[config.mk]
export PLATFORM = sky130hd
export DESIGN_NAME = sd_block_write
export DESIGN_NICKNAME = d
export VERILOG_FILES = /design/src/rtl/sd_block_write_pkg.sv /design/src/rtl/sd_block_write_crc16.sv /design/src/rtl/sd_block_write.sv
export SDC_FILE = /design/constraint.sdc
export NUM_CORES = 1
export LEC_CHECK = 0
export BUFFER_PORTS_ARGS = -buffer_cell sky130_fd_sc_hd__buf_2
export CAP_MARGIN = 20
export CORE_UTILIZATION = 35
export DETAILED_ROUTE_END_ITERATION = 10
export GPL_ROUTABILITY_DRIVEN = 0
export PLACE_DENSITY = 0.62
export SKIP_LAST_GASP = 1
export SYNTH_ARGS = -nofsm -noshare
export SYNTH_HDL_FRONTEND = slang
export SYNTH_SLANG_ARGS = --single-unit
[constraint.sdc]
create_clock -name clk400 -period 5.13 [get_ports clk400]
set_clock_uncertainty 0.05 [all_clocks]
set_input_delay 0 -clock clk400 [delete_from_list [all_inputs] [get_ports clk400]]
set_output_delay 0 -clock clk400 [all_outputs]
set_load 0.01 [all_outputs]
[src/rtl/sd_block_write_pkg.sv]
// Shared definitions for the SD block-write data path: FSM states, framing
// constants and the error codes also used by the command executor.
package sd_block_write_pkg;

  typedef enum logic [2:0] {
    ST_IDLE,
    ST_PRE,
    ST_TOKEN,
    ST_DATA,
    ST_CRC,
    ST_RWAIT,
    ST_RESP,
    ST_BUSY
  } state_e;

  typedef enum logic [1:0] {
    ERR_OK           = 2'b00,
    ERR_REJECTED     = 2'b01,
    ERR_RESP_TIMEOUT = 2'b10,
    ERR_BUSY_TIMEOUT = 2'b11
  } err_e;

  localparam logic [7:0]  START_TOKEN   = 8'hFE;
  localparam logic [15:0] CRC16_POLY    = 16'h1021;
  localparam logic [2:0]  RESP_ACCEPTED = 3'b010;

endpackage

[src/rtl/sd_block_write_crc16.sv]
// Serial CRC16-CCITT (x^16+x^12+x^5+1, init 0), one bit per enabled cycle.
module sd_crc16_serial
  import sd_block_write_pkg::*;
(
  input  logic        clk400,
  input  logic        reset,
  input  logic        clear,
  input  logic        en,
  input  logic        bit_in,
  output logic [15:0] crc
);

  logic [15:0] crc_q, crc_d;
  logic        fb;

  always_comb begin
    fb    = crc_q[15] ^ bit_in;
    crc_d = crc_q;
    if (clear) begin
      crc_d = '0;
    end else if (en) begin
      crc_d = {crc_q[14:0], 1'b0} ^ (fb ? CRC16_POLY : 16'h0000);
    end
  end

  always_ff @(posedge clk400 or posedge reset) begin
    if (reset) crc_q <= '0;
    else       crc_q <= crc_d;
  end

  assign crc = crc_q;

endmodule

[src/rtl/sd_block_write.sv]
// SPI-mode single-block write: frames idle/token/512 data bytes/CRC16 onto SDout,
// then collects the card's data-response token and waits out the busy phase.
module sd_block_write
  import sd_block_write_pkg::*;
#(
  parameter int unsigned PRE_BITS     = 8,
  parameter int unsigned RESP_TIMEOUT = 64,
  parameter int unsigned BUSY_TIMEOUT = 65535
) (
  input  logic        clk400,
  input  logic        reset,
  input  logic        start,
  input  logic        SDin,
  output logic        SDout,
  output logic [7:0]  casheAddress,
  input  logic [15:0] casheValue,
  output logic        ready,
  output logic        done,
  output logic [2:0]  respStatus,
  output logic [1:0]  errCode
);

  localparam logic [11:0] PRE_LAST  = 12'(PRE_BITS - 1);
  localparam logic [15:0] RESP_LAST = 16'(RESP_TIMEOUT - 1);
  localparam logic [15:0] BUSY_LAST = 16'(BUSY_TIMEOUT - 1);

  state_e      state_q, state_d;
  logic [11:0] cnt_q, cnt_d;
  logic [15:0] tmo_q, tmo_d;
  logic [15:0] shift_q, shift_d;
  logic [2:0]  resp_sh_q, resp_sh_d;
  logic [7:0]  addr_q, addr_d;
  logic [2:0]  resp_status_q, resp_status_d;
  err_e        err_q, err_d;
  logic        done_q, done_d;

  logic        sd_out;
  logic        crc_clear, crc_en;
  logic [15:0] crc;

  sd_crc16_serial u_crc (
    .clk400 (clk400),
    .reset  (reset),
    .clear  (crc_clear),
    .en     (crc_en),
    .bit_in (sd_out),
    .crc    (crc)
  );

  always_comb begin
    state_d       = state_q;
    cnt_d         = cnt_q;
    tmo_d         = tmo_q;
    shift_d       = shift_q;
    resp_sh_d     = resp_sh_q;
    addr_d        = addr_q;
    resp_status_d = resp_status_q;
    err_d         = err_q;
    done_d        = 1'b0;
    crc_clear     = 1'b0;
    crc_en        = 1'b0;
    sd_out        = 1'b1;

    unique case (state_q)
      ST_IDLE: begin
        crc_clear = 1'b1;
        addr_d    = '0;
        if (start) begin
          state_d       = ST_PRE;
          cnt_d         = '0;
          err_d         = ERR_OK;
          resp_status_d = '0;
        end
      end
      ST_PRE: begin
        if (cnt_q == PRE_LAST) begin
          state_d = ST_TOKEN;
          cnt_d   = '0;
        end else begin
          cnt_d = cnt_q + 12'd1;
        end
      end
      ST_TOKEN: begin
        sd_out = START_TOKEN[~cnt_q[2:0]];
        // word 0 is fetched during the token so DATA starts with it in place
        if (cnt_q[2:0] == 3'd7) begin
          shift_d = casheValue;
          addr_d  = addr_q + 8'd1;
          state_d = ST_DATA;
          cnt_d   = '0;
        end else begin
          cnt_d = cnt_q + 12'd1;
        end
      end
      ST_DATA: begin
        sd_out = shift_q[15];
        crc_en = 1'b1;
        if (cnt_q == 12'hFFF) begin
          state_d = ST_CRC;
          cnt_d   = '0;
        end else begin
          cnt_d = cnt_q + 12'd1;
          // last bit of words 0..254 reloads; the final load wraps the address to 0
          if (cnt_q[3:0] == 4'hF) begin
            shift_d = casheValue;
            addr_d  = addr_q + 8'd1;
          end else begin
            shift_d = {shift_q[14:0], 1'b0};
          end
        end
      end
      ST_CRC: begin
        sd_out = crc[~cnt_q[3:0]];
        if (cnt_q[3:0] == 4'hF) begin
          state_d = ST_RWAIT;
          tmo_d   = '0;
        end else begin
          cnt_d = cnt_q + 12'd1;
        end
      end
      ST_RWAIT: begin
        if (!SDin) begin
          state_d = ST_RESP;
          cnt_d   = '0;
        end else if (tmo_q >= RESP_LAST) begin
          state_d = ST_IDLE;
          err_d   = ERR_RESP_TIMEOUT;
          done_d  = 1'b1;
        end else begin
          tmo_d = tmo_q + 16'd1;
        end
      end
      ST_RESP: begin
        resp_sh_d = {resp_sh_q[1:0], SDin};
        // fourth bit is the end bit; status is the three already shifted in
        if (cnt_q[1:0] == 2'd3) begin
          resp_status_d = resp_sh_q;
          err_d         = (resp_sh_q == RESP_ACCEPTED) ? ERR_OK : ERR_REJECTED;
          state_d       = ST_BUSY;
          tmo_d         = '0;
        end else begin
          cnt_d = cnt_q + 12'd1;
        end
      end
      ST_BUSY: begin
        if (SDin) begin
          state_d = ST_IDLE;
          done_d  = 1'b1;
        end else if (tmo_q >= BUSY_LAST) begin
          state_d = ST_IDLE;
          err_d   = ERR_BUSY_TIMEOUT;
          done_d  = 1'b1;
        end else begin
          tmo_d = tmo_q + 16'd1;
        end
      end
      default: state_d = ST_IDLE;
    endcase
  end

  always_ff @(posedge clk400 or posedge reset) begin
    if (reset) begin
      state_q       <= ST_IDLE;
      cnt_q         <= '0;
      tmo_q         <= '0;
      shift_q       <= '0;
      resp_sh_q     <= '0;
      addr_q        <= '0;
      resp_status_q <= '0;
      err_q         <= ERR_OK;
      done_q        <= 1'b0;
    end else begin
      state_q       <= state_d;
      cnt_q         <= cnt_d;
      tmo_q         <= tmo_d;
      shift_q       <= shift_d;
      resp_sh_q     <= resp_sh_d;
      addr_q        <= addr_d;
      resp_status_q <= resp_status_d;
      err_q         <= err_d;
      done_q        <= done_d;
    end
  end

  assign SDout        = sd_out;
  assign casheAddress = addr_q;
  assign ready        = (state_q == ST_IDLE);
  assign done         = done_q;
  assign respStatus   = resp_status_q;
  assign errCode      = err_q;

endmodule

# Word-level counts from Yosys, hierarchy flattened
# Memories as Yosys holds them, arrays and structs flattened.
# Cells that the tools add are included.
classes:
  n_addsub: 3
  n_eq_ne: 32
  n_mux: 59
  magnitude_cmp: 4
  reduce_logical: 15
  bitwise: 4
op_table:
  columns: ["op", "n"]
  rows:
  - ["16-bit 2-to-1 mux", 11]
  - ["12-bit 2-to-1 mux", 7]
  - ["12-bit one-hot mux with 7 select lines", 1]
  - ["16-bit one-hot mux with 4 select lines", 1]
  - ["3-bit 2-to-1 mux", 12]
  - ["2-bit != test (second input constant)", 17]
  - ["16-bit one-hot mux with 2 select lines", 1]
  - ["8-bit 2-to-1 mux", 3]
  - ["3-bit one-hot mux with 8 select lines", 1]
  - ["8-bit one-hot mux with 3 select lines", 1]
  - ["16-bit by 1-bit adder with 16-bit output (second input constant)", 1]
  - ["16-bit >= comparator (second input constant)", 1]
  - ["16-bit by 6-bit >= comparator with 1-bit output (second input constant)", 1]
  - ["16-bit bitwise XOR", 1]
  - ["3-bit == test (second input constant)", 5]
  - ["7-bit AND reduction", 2]
  - ["13-bit 2-to-1 mux", 1]
  - ["12-bit by 1-bit adder with 12-bit output (second input constant)", 1]
  - ["12-bit == test (second input constant)", 1]
  - ["12-bit by 3-bit == test with 1-bit output (second input constant)", 1]
  - ["2-bit 2-to-1 mux", 6]
  - ["3-bit by 2-bit == test with 1-bit output (second input constant)", 3]
  - ["1-bit 2-to-1 mux", 9]
  - ["8-bit by 1-bit adder with 8-bit output (second input constant)", 1]
  - ["23 further kinds", 28]
totals:
  inputBits: 20
  romBits: 8
  regBits: 80
  memories: 1
mem_list:
  columns: ["name", "words", "word_bits", "rd", "rd_ports_with_merged_regs", "wr", "line", "text"]
  rows:
  - ["(name not given)", 8, 1, 1, 0, 0, "sd_block_write.sv:84", "sd_out = START_TOKEN[~cnt_q[2:0]];"]

# Logic depth before layout (Yosys ltp)
# Gate-level depths: netlist (run 1).
logic_depth:
  word_depth: 9
  depth_mapped: 10
  mapped_depth_nobuf: 8

# Hierarchy
# Synthesis (run 1) repeated with hierarchy kept, for this count alone.
unflattened:
  cells_unflattened: 472
  area_unflattened_um2: 4520.6
by_module_without_submodules:
  columns: ["mod", "cells_per_inst", "n_inst", "seq_area_each_um2", "area_each_um2"]
  rows:
  - ["sd_block_write", 413, 1, 1601.5, 3823.7]
  - ["sd_crc16_serial", 59, 1, 400.4, 696.9]

# Worst setup path after synthesis (run 1)
# No wires, ideal clock.
synth_path:
  path_type: "reg2reg"
  from: "reg cnt_q[0]"
  to: "reg cnt_q[10]"
  arrival_ns: 2.350
  n_path_buf: 0
  required_ns: 5.004
  setup_slack_ns: 2.654
  path_stages_with_launch: 8
  period_less_slack_ns: 2.476
  setup_ns: 0.076
  path_cell_list: "dfrtp_1 ha_1 ha_1 nor4b_1 a2111oi_4 or2b_2 or3_1 o21ai_1"
synth_between:
  elab_chain_cells: 3
  word_cells_on_any_way: 15
  classes_between: "1 x add/sub; 7 x eq/ne; 6 x mux; 1 x reduce/logical"
synth_rtl:
  columns: ["element", "line", "text"]
  rows:
  - ["start: declaration", "sd_block_write.sv:28", "logic [11:0] cnt_q, cnt_d;"]
  - ["start signal: assignment", "sd_block_write.sv:174", "cnt_q <= cnt_d;"]
  - ["12-bit by 1-bit adder with 12-bit output (tied with other cells)", null, null]
  - ["12-bit 2-to-1 mux (tied with other cells)", "sd_block_write.sv:136", "if (cnt_q[1:0] == 2'd3) begin"]
  - ["12-bit one-hot mux with 7 select lines / 5-bit AND reduction (equally long branches)", null, null]
# Several ways; a longest one is shown, not always the timed one. The select of a mux whose other input is x is not followed.
# A chain may end at the register's enable or synchronous reset.

# Final worst setup path (run 1)
layout_path:
  from: "reg cnt_q[0]"
  to: "reg cnt_q[4]"
# Same word-level chain as after synthesis.

==> reports/results.tsv, run 1 <==
metric	value	unit
cts_tree	done	
diodes	0	
seq_area_frac_synth	46.5	%
synth_seq_cells	80	
cp.required	5280	ps
setup_violations	0	
min_period_over_period	60.8	%
grt_overflow_total	0	
yosysWarnings	0	
num_vias	3506	
io_pins	36	
area_delta_synth_final	18.7	%
dpl.cell_count	615	
syn-num-nets	482	
synth_edf_count	0	
cts_buffers	9	
leakage	2.31	nW
die-area	0.0128	mm²
hp-start	start	
ys_types	56	
clkSinkCount	80	
grt_pass1_vias	3373	
r2r_cells	7	
drt_pre_antenna_iters	4	
ff2ff_setup_slack	2010	ps
clk_latency	330	ps
finalSetupTns	0	ps
synth_top_flop_cell	dfrtp_1	
async_flop_share	100	%
ctsHtreeMaxLevel	3	
cts_resized	0	
avgRoutedWirePerCell	14.4	µm
grt_use_total	15.7	%
placedInstanceArea	0.00459	mm²
start_util	35.9	%
grt_antenna_before_repair	0	
r2r-end	cnt_q[4]$_DFFE_PP0P_	
min_period	3120	ps
powerDensity	496	mW/mm²
cp-start-kind	flop	
antenna_left	0	
worstMarginPinSlew	999	ps
drc	0	
io_buffer_count	35	
drv_cap	0	
relSlewSlack	33.4	%
grt_setup_unrepaired	no	
fin_util	42.6	%
drive_gt1_share	14.3	%
worstReg2RegStart	cnt_q[0]$_DFFE_PP0P_	
fmaxAchievable	320	MHz
root_buffer	clkbuf_16	
avgSynthCellArea	9.42	µm²
min_to	state_q[0]$_DFFE_PP0P_	
crit_fanout	10	
syn_inst	457	
min_path_cells	5	
wirelength	9.39	mm
critical_path_class	flop to flop	
hold_viol	0	
final_max_slew_viol_count	0	
status	completed	
via_per_inst	5.39	
core	0.0120	mm²
grt_pass1_wl	16.1	mm
setup.worst_path.end_class	flop	
drtIter0Drc	234	
cts.path.max_buffers	2	
grt_max_degree	81	
hp-class	input port to flop	
clkSlewWorstSetupHoldPaths	60	ps
die_width	113	µm
ir_worst_vdd	344	µV
rows	40	
netlist_area	0.00431	mm²
die_height	113	µm
fin_cells	651	
design_area	0.00511	mm²
post-dp-hpwl	6.24	mm
num-nets-final	524	
arrival	3280	ps
[worst max-delay path, cell delays in order, from the launching register on]
cell and delay, ps:
dfrtp_1 560, ha_1 430, nand3_2 180, or4_1 720, a2111oi_4 600, or2b_2 270
or3_1 120, nand3_1 70
[cell families (layout without fill, tap and decap cells)]
| family | count (synthesis) | after routing | synth area share (%) |
|---|---|---|---|
| mux | 28 | 28 | 7.52 |
| xor+xnor | 8 | 8 | 1.63 |
| compound gates | 130 | 130 | 19.3 |
| fa+ha+maj | 5 | 5 | 1.45 |
| flops | 80 | 80 | 46.5 |
| buf+inv | 42 | 89 | 3.78 |
| simple gates | 164 | 164 | 19.8 |
[power breakdown]
part	switching [mW]	total, mW	internal, mW
combinational	0.532	0.918	0.386
clock	0.235	0.639	0.404
sequential	0.192	0.977	0.785
total	0.959	2.53	1.57
[synth_stat cells, types with 4 or more instances]
cell type | number | area share (%)
or3_1 | 15 | 2.2
nor3_1 | 10 | 1.2
a21o_1 | 5 | 0.87
or4_1 | 7 | 1.2
o31ai_1 | 9 | 1.6
and3_1 | 6 | 0.87
mux2i_1 | 20 | 4.6
nor2_1 | 17 | 1.5
dfrtp_1 | 80 | 46
mux2_2 | 5 | 1.3
xnor2_1 | 5 | 1.0
a22o_1 | 16 | 3.3
nor4b_1 | 4 | 0.81
o21ai_0 | 52 | 6.0
nand4_1 | 7 | 1.0
nand3_1 | 18 | 2.1
nor2b_1 | 4 | 0.58
inv_1 | 14 | 1.2
ha_1 | 5 | 1.5
clkbuf_1 | 22 | 1.9
a21oi_1 | 24 | 2.8
o211ai_1 | 5 | 0.87
nand2_1 | 55 | 4.8
[flip-flops by register name (all words and copies together) (netlist names)]
register      flops
shift_q          16
tmo_q            16
u_crc.crc        16
cnt_q            12
casheAddress      8
respStatus        3
resp_sh_q         3
state_q           3
errCode           2
done              1
[layout by cell type (no fill, tap or decap), drive strengths merged, types with 13 or more instances in the layout]
cell / instances
nand2: 55
dlygate4sd3: 18
o21ai: 53
inv: 13
mux2i: 20
a21oi: 24
a22o: 16
clkbuf: 14
or3: 15
nand3: 19
dfrtp: 80
buf: 40
nor2: 18
[layout make-up]
type                       instances  area (µm²)
clock buffer                      14         264
clock inverter                     2        37.5
multi-input combinational        335        2150
tap                              147         184
timing repair buffer              58         420
inverter                          15        57.6
sequential                        80        2000
fill                            1177        6900
[timing repair]
item | 4_1_cts | 5_1_grt
hold buffers | 18 | 0
setup buffers | 0 | 0
hold endpoints to repair | 97 | 0
[metal layers]
metal	vias up	routed length (µm)	global-route usage, %	share of wire [%]
li1	1756	-	-	-
met5	-	0	0	0
met3	9	323	3.70	3.4
met1	1675	4620	22.3	49
met2	66	4340	23.7	46
met4	0	100	4.82	1.1
[per-stage QoR]
stage / total power, mW / hold slack (ps) / setup WS [ps]
after floorplan: 1.65 / 86.0 / 2650
after global placement: 1.85 / 202 / 2020
after detailed placement: 1.87 / 206 / 1870
after CTS: 2.54 / 79.0 / 1890
after global routing: 2.72 / 159 / 1780
final: 2.53 / 93.7 / 2010
[how the worst max path moves through the flow]
| stage | start | endpoint | slack [ps] | depth (start not counted) |
|---|---|---|---|---|
| after floorplan | cnt_q[0]$_DFFE_PP0P_ | cnt_q[10]$_DFFE_PP0P_ | 2650 | 7 |
| after global placement | cnt_q[0]$_DFFE_PP0P_ | shift_q[5]$_DFFE_PP0P_ | 2020 | 5 |
| after detailed placement | cnt_q[0]$_DFFE_PP0P_ | shift_q[4]$_DFFE_PP0P_ | 1870 | 5 |
| after CTS | cnt_q[0]$_DFFE_PP0P_ | shift_q[6]$_DFFE_PP0P_ | 1890 | 5 |
| after global routing | cnt_q[0]$_DFFE_PP0P_ | cnt_q[4]$_DFFE_PP0P_ | 1780 | 7 |
| final | cnt_q[0]$_DFFE_PP0P_ | cnt_q[4]$_DFFE_PP0P_ | 2010 | 7 |
No activity file was read; power rests on OpenSTA's default activity.
==> run 2, diff against run 1 <==
Settings changed: ABC_AREA set to 1, PLACE_DENSITY 0.62 to 0.64.
Clock period 5.13 ns to 2.53 ns, I/O delays scaled along.
==> run 2 against run 1 <==
  * Sequential share of layout area fell by 2.4 points
  * Core utilization grew 0.25 points
  * Worst hold slack improved by 110 ps
  * Die area rose by 6.7%
  * Highest routed layer unchanged
  * Count of clock-buffer cells in the layout down 3
  * Power increased by 100%
  * Non-clock buffer count unchanged
  * First-iteration DRC count up 11%
  * Setup slack worse by 1600 ps
  * Sequential power is 83% higher
  * Largest cell class unchanged
  * Via count is 12% higher
  * Flip-flop and latch count is the same
==> reports/results.tsv, run 2 <==
metric	value	unit
cts.path.max_buffers	2	
synthTopCellsByCount	111 x nand2_1, 80 x dfrtp_1, 62 x inv_1	
fmaxAchievable	467	MHz
async_flop_share	100	%
cts_setup_buffers	0	
final_cell_mix	111 x nand2_1, 80 x dfrtp_1, 61 x inv_1	
yosysWarnings	0	
avgRoutedWirePerCell	12.8	µm
avgSynthCellArea	8.32	µm²
hold_viol	0	
drt_pre_antenna_iters	4	
status	completed	
finalSetupTns	0	ps
wirelength	10.1	mm
cp-start-kind	flop	
worstReg2RegStart	cnt_q[1]$_DFFE_PP0P_	
drive_gt1_share	18.2	%
n_fill_cell	1277	
hp-class	input port to flop	
ir_worst_vdd	471	µV
worstMarginPinSlew	632	ps
synth_top_cell_area_share	43.5	%
r2r_cells	12	
ys_types	42	
die-area	0.0136	mm²
powerDensity	940	mW/mm²
layout_commonest_cell	nand2_1	
netlist_area	0.00460	mm²
ctsHtreeMaxLevel	3	
root_buffer	clkbuf_16	
placedInstanceArea	0.00495	mm²
post-dp-hpwl	7.22	mm
grt_antenna_before_repair	0	
rows	41	
ff2ff_setup_slack	390	ps
core	0.0127	mm²
diodes	0	
relSlewSlack	57.4	%
die_height	117	µm
seq_area_frac_synth	43.5	%
cts_buffers	9	
die_width	117	µm
min_period_over_period	84.6	%
arrival	2310	ps
drv_cap	0	
antenna_left	0	
crit_start	cnt_q[1]$_DFFE_PP0P_	
critical_path_class	flop to flop	
worst_hold_slack	202	ps
leakage	2.53	nW
cp.required	2700	ps
io_buffer_count	35	
synth_seq_cells	80	
num_vias	3915	
endpoint	state_q[2]$_DFFE_PP0P_	
r2r-end	state_q[2]$_DFFE_PP0P_	
final_max_slew_viol_count	0	
synth_top_cell_by_area	dfrtp_1	
grt_pass1_wl	17.4	mm
drc	0	
num-nets-final	634	
syn_inst	553	
min_period	2140	ps
ys_top_cells_by_area	dfrtp_1 44%, nand2_1 9.1%, nand3_1 5.3%, inv_1 5.1%, o21ai_0 4.4%	
crit_fanout	7	
syn-num-nets	578	
via_per_inst	4.98	
grt_overflow_total	0	
grt_use_total	16.3	%
drtIter0Drc	259	
design_area	0.00545	mm²
synth_most_common_cell	nand2_1	
clkSlewWorstSetupHoldPaths	60	ps
io_pins	36	
grt_max_degree	47	
clkSinkCount	80	
setup.worst_path.end_class	flop	
synth_top_flop_cell	dfrtp_1	
start_util	36.2	%
cts_tree	done	
area_delta_synth_final	18.3	%
clk_latency	340	ps
grt_setup_unrepaired	no	
setup_violations	0	
synth_edf_count	0	
grt_pass1_vias	3715	
[run 2: cell types whose count changed after synthesis, moves of 9 or more]
cell / previous run / this run
o21ai_0: 52 / 40
or3_1: 15 / 0
nor2_1: 17 / 26
nand3_1: 18 / 49
inv_1: 14 / 62
nand2_1: 55 / 111
a21oi_1: 24 / 12
a22o_1: 16 / 0
o22ai_1: 1 / 13
xor2_1: 3 / 13
nand2_2: 0 / 9
inv_2: 0 / 12
clkbuf_1: 22 / 3
o31ai_2: 0 / 9
[run 2: final cells by class]
class / count / area, µm² / share of cell area (%)
Multi-Input combinational cell: 383 / 2220 / 40.8
Sequential cell: 80 / 2000 / 36.8
Timing Repair Buffer: 58 / 405 / 7.44
Inverter: 77 / 292 / 5.35
Clock buffer: 11 / 253 / 4.64
Tap cell: 172 / 215 / 3.95
Clock inverter: 5 / 55.1 / 1.01
[run 2: critical path, stage by stage, from the launching register on]
cell and delay, ps:
dfrtp_1 460, ha_1 260, nand2_2 100, nor2_4 190, nand4_4 140, nor2_4 140
nand2_2 90, inv_2 100, o211ai_1 100, nor2_2 170, nand2_1 110, nand2_1 70
nand2_1 50
[run 2: where the power goes]
group | switching, mW | internal [mW]
Combinational | 1.34 | 0.668
Sequential | 0.225 | 1.56
Clock | 0.509 | 0.814
[run 2: timing repair]
item,4_1_cts,5_1_grt
resized for setup,0,1
hold buffers,18,0
hold endpoints to repair,52,0
endpoints found under the setup margin,0,1
[run 2: worst min path at each step]
| stage | from | endpoint | slack, ps | cells past startpoint |
|---|---|---|---|---|
| 6_report | start | cnt_q[7]$_DFFE_PP0P_ | 200 | 6 |
| 3_3_place_gp | reset | shift_q[5]$_DFFE_PP0P_ | 50 | 2 |
| 2_1_floorplan | SDin | done$_DFF_PP0_ | 100 | 2 |
| 3_5_place_dp | reset | shift_q[6]$_DFFE_PP0P_ | 50 | 2 |
| 5_1_grt | start | cnt_q[7]$_DFFE_PP0P_ | 230 | 6 |
| 4_1_cts | start | cnt_q[7]$_DFFE_PP0P_ | 190 | 6 |
[run 2: metal layers]
metal | vias to the layer above | track usage [%] | wire, µm
met5 | - | 0 | 0
met4 | 0 | 5.32 | 123
met3 | 9 | 3.68 | 414
met2 | 82 | 26.5 | 4700
met1 | 1857 | 21.4 | 4850
li1 | 1967 | - | -
[run 2: through the flow]
stage	setup slack (ps)	instances	power (mW)	utilization, %
2_1_floorplan	428	553	3.38	-
3_3_place_gp	400	752	3.74	38.9
3_5_place_dp	291	752	3.78	38.9
4_1_cts	275	786	5.14	42.7
5_1_grt	161	786	5.52	42.8
6_report	391	786	5.12	42.8
[run 2: logic make-up (layout without fill, tap and decap cells)]
| kind of cell | Yosys count | in the layout | share of synthesized area, % |
|---|---|---|---|
| simple gates | 249 | 249 | 26.8 |
| compound gates | 97 | 97 | 13.5 |
| buf+inv | 90 | 151 | 8.35 |
| flops | 80 | 80 | 43.5 |
| xor+xnor | 16 | 16 | 3.05 |
| mux | 16 | 16 | 3.48 |
| fa+ha+maj | 5 | 5 | 1.36 |
